[src/rtl/ps2_scan_decoder.sv]
// ps2_scan_decoder: turns PS/2 Set 2 scan bytes into key events with Shift/Caps tracking and ASCII.
module ps2_scan_decoder #(
  parameter int TIMEOUT_CYC = 1_000_000
) (
  input  logic       clk,
  input  logic       reset,
  input  logic [7:0] datain,
  input  logic       dataready,
  output logic       key_valid,
  output logic [7:0] key_code,
  output logic       key_ext,
  output logic       key_break,
  output logic [7:0] ascii,
  output logic       shift_on,
  output logic       caps_on
);
  localparam int TW = $clog2(TIMEOUT_CYC);
  localparam logic [TW-1:0] TLAST = TW'(TIMEOUT_CYC - 1);
  localparam logic [2:0] IDLE = 3'd0, EXT = 3'd1, BRK = 3'd2, EXT_BRK = 3'd3, SKIP = 3'd4;
  logic          rdy_q, acc, pfx, junk, em, em_ext, em_brk;
  logic          pend, p_ext, p_brk, lsh, rsh, caps_held;
  logic [2:0]    state, nstate, skip_cnt, nskip;
  logic [TW-1:0] tcnt;
  logic [7:0]    p_code, lc, sym, asc;
  function automatic logic [7:0] letter(input logic [7:0] c);
    case (c)
      8'h1C: letter = 8'h61; 8'h32: letter = 8'h62; 8'h21: letter = 8'h63; 8'h23: letter = 8'h64;
      8'h24: letter = 8'h65; 8'h2B: letter = 8'h66; 8'h34: letter = 8'h67; 8'h33: letter = 8'h68;
      8'h43: letter = 8'h69; 8'h3B: letter = 8'h6A; 8'h42: letter = 8'h6B; 8'h4B: letter = 8'h6C;
      8'h3A: letter = 8'h6D; 8'h31: letter = 8'h6E; 8'h44: letter = 8'h6F; 8'h4D: letter = 8'h70;
      8'h15: letter = 8'h71; 8'h2D: letter = 8'h72; 8'h1B: letter = 8'h73; 8'h2C: letter = 8'h74;
      8'h3C: letter = 8'h75; 8'h2A: letter = 8'h76; 8'h1D: letter = 8'h77; 8'h22: letter = 8'h78;
      8'h35: letter = 8'h79; 8'h1A: letter = 8'h7A;
      default: letter = 8'h00;
    endcase
  endfunction
  function automatic logic [7:0] symbol(input logic [7:0] c);
    case (c)
      8'h45: symbol = 8'h30; 8'h16: symbol = 8'h31; 8'h1E: symbol = 8'h32; 8'h26: symbol = 8'h33;
      8'h25: symbol = 8'h34; 8'h2E: symbol = 8'h35; 8'h36: symbol = 8'h36; 8'h3D: symbol = 8'h37;
      8'h3E: symbol = 8'h38; 8'h46: symbol = 8'h39; 8'h29: symbol = 8'h20; 8'h5A: symbol = 8'h0D;
      8'h66: symbol = 8'h08; 8'h0D: symbol = 8'h09; 8'h76: symbol = 8'h1B;
      default: symbol = 8'h00;
    endcase
  endfunction
  assign acc      = dataready & ~rdy_q;
  assign pfx      = datain inside {8'hE0, 8'hF0, 8'hE1};
  assign junk     = datain inside {8'hAA, 8'hFA, 8'hEE, 8'hFE, 8'h00, 8'hFF};
  assign shift_on = lsh | rsh;
  assign lc       = letter(p_code);
  assign sym      = symbol(p_code);
  // Shift/Caps are read before this event's own update lands on the same edge.
  assign asc = (p_ext | p_brk) ? 8'h00 : (lc != 8'h00) ? ((shift_on ^ caps_on) ? lc - 8'h20 : lc) : sym;
  always_comb begin
    nstate = state;
    nskip  = skip_cnt;
    em     = 1'b0;
    em_ext = 1'b0;
    em_brk = 1'b0;
    case (state)
      IDLE: begin
        nstate = (datain == 8'hE0) ? EXT : (datain == 8'hF0) ? BRK : (datain == 8'hE1) ? SKIP : IDLE;
        nskip  = (datain == 8'hE1) ? 3'd7 : skip_cnt;
        em     = ~pfx & ~junk;
      end
      EXT: begin
        nstate = (datain == 8'hF0) ? EXT_BRK : (datain == 8'hE0) ? EXT : IDLE;
        em     = (datain != 8'hF0) && (datain != 8'hE0);
        em_ext = 1'b1;
      end
      BRK: begin
        nstate = IDLE;
        em     = ~pfx;
        em_brk = 1'b1;
      end
      EXT_BRK: begin
        nstate = IDLE;
        em     = ~pfx;
        em_ext = 1'b1;
        em_brk = 1'b1;
      end
      SKIP: begin
        nskip  = skip_cnt - 3'd1;
        nstate = (skip_cnt == 3'd1) ? IDLE : SKIP;
      end
      default: nstate = IDLE;
    endcase
  end
  always_ff @(posedge clk or posedge reset) begin
    if (reset) begin
      rdy_q    <= 1'b0;
      state    <= IDLE;
      skip_cnt <= 3'd0;
      tcnt     <= '0;
      pend     <= 1'b0;
      p_code   <= 8'h00;
      p_ext    <= 1'b0;
      p_brk    <= 1'b0;
    end else begin
      rdy_q <= dataready;
      pend  <= acc & em;
      if (acc & em) begin
        p_code <= datain;
        p_ext  <= em_ext;
        p_brk  <= em_brk;
      end
      // An accepted byte always wins over a timeout expiring in the same cycle.
      if (acc) begin
        state    <= nstate;
        skip_cnt <= nskip;
        tcnt     <= '0;
      end else if (state != IDLE) begin
        if (tcnt == TLAST) begin
          state    <= IDLE;
          skip_cnt <= 3'd0;
          tcnt     <= '0;
        end else begin
          tcnt <= tcnt + TW'(1);
        end
      end
    end
  end
  always_ff @(posedge clk or posedge reset) begin
    if (reset) begin
      key_valid <= 1'b0;
      key_code  <= 8'h00;
      key_ext   <= 1'b0;
      key_break <= 1'b0;
      ascii     <= 8'h00;
      lsh       <= 1'b0;
      rsh       <= 1'b0;
      caps_on   <= 1'b0;
      caps_held <= 1'b0;
    end else begin
      key_valid <= pend;
      if (pend) begin
        key_code  <= p_code;
        key_ext   <= p_ext;
        key_break <= p_brk;
        ascii     <= asc;
        if (!p_ext) begin
          if (p_code == 8'h12) lsh <= ~p_brk;
          if (p_code == 8'h59) rsh <= ~p_brk;
          // Typematic repeats of Caps arrive while held and must not re-toggle.
          if (p_code == 8'h58) begin
            if (!p_brk && !caps_held) caps_on <= ~caps_on;
            caps_held <= ~p_brk;
          end
        end
      end
    end
  end
endmodule

[config.mk]
export PLATFORM = sky130hd
export DESIGN_NAME = ps2_scan_decoder
export DESIGN_NICKNAME = d
export VERILOG_FILES = /design/src/rtl/ps2_scan_decoder.sv
export SDC_FILE = /design/constraint.sdc
export NUM_CORES = 1
export LEC_CHECK = 0
export ABC_AREA = 1
export CAP_MARGIN = 20
export CORE_UTILIZATION = 40
export DETAILED_ROUTE_END_ITERATION = 8
export SYNTH_ARGS = -nofsm -noshare
export SYNTH_HDL_FRONTEND = slang
export SYNTH_SLANG_ARGS = --single-unit
[constraint.sdc]
create_clock -name clk -period 3.1 [get_ports clk]
set_input_delay 0.93 -clock clk [delete_from_list [all_inputs] [get_ports clk]]
set_output_delay 0.93 -clock clk [all_outputs]
set_load 0.05 [all_outputs]
==> flow_summary_export.csv <==
group,metric,value,unit
run_status,status,"completed",
synth,synth_seq_cells,61,
placement,place_area,4320,µm²
clocking,clkLatencyLatePin,0.34,ns
clocking,htree_levels,3,
clocking,cts.sinks,61,
route,ant_nets,0,
global_routing,overflow,0,
floorplanning,io_pins,32,
power_and_ir_drop,p_leak,2.19,nW
synth,synthArstFlopShare,100,%
worst_hold_path,hold_start,"key_code[3]",
layout,fin_nets,603,
placement,dp.cells,698,
layout,drive_gt1_share,8.03,%
global_routing,grt_pass1_wl,16900,µm
clocking,cts_tree,"built",
sta,fin_skew,0.00937,ns
layout,multiInputGateArea,2030,µm²
placement,numPortBuffers,31,
global_routing,grt_max_degree,25,
sta,finalWorstSetupSlack,0.484,ns
route,routed_wirelength,9640,µm
layout,syn2layout_area_growth,17.2,%
clocking,clk_pin_slew,0.07,ns
global_routing,grt_pass1_vias,3568,
layout,antenna_cells,0,
synth,syn-cell-area,3850,µm²
worst_hold_path,hp-class,"reg -> reg",
critical_path,path_max_fanout,2,
clocking,cts_setup_buffers,0,
route,drt_iter0_drc,199,
layout,layout_commonest_cell,"nand2_1",
critical_path,end_kind,"output pin",
floorplanning,start_util,41.5,%
sta,setup_viol,0,
synth,synth_ff_type,"dfrtp_1",
sta,fin_crit_sh,84.4,%
floorplanning,core_area,9280,µm²
floorplanning,dieArea,10000,µm²
sta,hold_viol_final,0,
flow_run,cap_violations,0,
global_routing,grt_util_all_layers,21.4,%
route,viasPerCell,5.13,
sta,rsz0062_at_grt,"no",
clocking,cts-buffers-inserted,9,
placement,hpwl,7220,µm
layout,register_area,1530,µm²
synth,yosysWarnings,0,
layout,fin_cells,714,
sta,finalSetupTns,0,ns
floorplanning,die_h,100,µm
power_and_ir_drop,ir_drop,0.344,mV
sta,max-slew-margin-rel,34.8,%
sta,slew_viol_final,0,
sta,tightest_slew,0.970,ns
critical_path,critPathRequiredTime,2.17,ns
placement,place_ws,0.221,ns
critical_path,critPathLaunchType,"flip-flop",
clocking,clockRootBuffer,"clkbuf_8",
route,dr.pass1.iters,5,
synth,syn-mean-instance-area,7.13,µm²
clocking,postCtsResizedCells,0,
floorplanning,std_cell_rows,35,
critical_path,r2r_start,"p_code[1]",
critical_path,crit_type,"reg -> out",
critical_path,startpoint,"rsh",
layout,num-fill-cells,949,
synth,syn_inst,540,
sta,max_freq,0.382,GHz
route,avgRoutedWirePerCell,13.5,µm
layout,final_cell_mix,"nand2_1 (153), dfrtp_1 (61), inv_1 (56)",
critical_path,arrival,1.69,ns
placement,gp_congestion,0.906,
sta,fin_crit,2.62,ns
synth,synthesis.nets,563,
power_and_ir_drop,power.density,627,nW/µm²
route,routed-via-count,3665,
layout,final_area,4510,µm²
synth,synth_seq_area_share,39.6,%
synth,synth.distinct_cells,39,
floorplanning,die_w,100,µm
clocking,ctsHoldBuffers,0,
clocking,cts_buffer_depth,2,
global_routing,antenna_found_initial,0,
route,drc,0,
synth,synth_edf_count,0,
## metrics by stage
step           utilization [%]  hold slack (ns)  power (W)
3_5_place_dp              46.5            0.469    0.00213
6_report                  48.6            0.484    0.00283
2_1_floorplan                -            0.401    0.00180
4_1_cts                   48.6            0.488    0.00286
5_1_grt                   48.6            0.510    0.00302
3_3_place_gp              46.5            0.466    0.00211
## layer usage
layer | vias to the layer above | global-route usage (%) | routed length [µm]
met2 | 91 | 35.0 | 4550
li1 | 1849 | - | -
met3 | 18 | 3.62 | 336
met5 | - | 0 | 0
met4 | 0 | 9.70 | 207
met1 | 1707 | 27.8 | 4550
## worst paths after layout
check / to / slack [ns] / cells after the start
max in group asynchronous: state[0] / 1.49 / 3
min: key_code[3] / 0.48 / 2
max: shift_on / 0.48 / 3
max reg2reg: ascii[5] / 0.62 / 13
min in group asynchronous: ascii[4] / 0.93 / 2
min reg2reg: key_code[3] / 0.48 / 2
## worst max-delay path: stages, from the launching register on
cell	delay, ns
dfrtp_1	0.38
nor2_1	0.17
inv_1	0.09
clkdlybuf4s50_1	0.70
## registers in the layout, summed over array words and instances, names as in the netlist
| signal | cells |
|---|---|
| skip_cnt | 3 |
| key_code | 8 |
| caps_on | 1 |
| ascii | 8 |
| p_ext | 1 |
| state | 3 |
| key_break | 1 |
| rsh | 1 |
| p_code | 8 |
| rdy_q | 1 |
| caps_held | 1 |
| pend | 1 |
| key_valid | 1 |
| lsh | 1 |
| p_brk | 1 |
| tcnt | 20 |
| key_ext | 1 |
## cell usage after synthesis (all sizes together), types with 3 or more instances
| master | number | area share (%) |
|---|---|---|
| nand2 | 161 | 16 |
| nor2 | 62 | 7.3 |
| dfrtp | 61 | 40 |
| inv | 61 | 5.9 |
| nand3 | 49 | 6.4 |
| o21ai | 43 | 5.6 |
| a21oi | 21 | 2.8 |
| nor3 | 17 | 2.5 |
| nand4 | 14 | 2.3 |
| ha | 12 | 3.9 |
| buf | 6 | 1.1 |
| xor2 | 6 | 1.4 |
| o21bai | 5 | 0.97 |
| clkbuf | 3 | 0.29 |
| o21a | 3 | 0.58 |
## cells by family after synthesis
group	synth area share [%]
xor gates and xnor gates	1.36
DFF	39.6
buffers and inverters	7.60
and+or+nand+nor	36.3
adders and majority gates	3.90
AOI/OAI and AO/OA	11.2
## power by group
group | internal, W | switching [W] | total (W)
clock network | 0.000391 | 0.000327 | 0.000718
logic | 0.000355 | 0.000731 | 0.00109
registers | 0.000917 | 0.000112 | 0.00103
## cell type report
class	count	area share [%]
tap	129	3.58
timing repair buffer	38	8.04
clock inverter	4	1.05
sequential	61	33.8
multi-input combinational	407	45.0
inverter	63	5.27
clock buffer	12	3.22
Power figures use the tool's default switching activity.
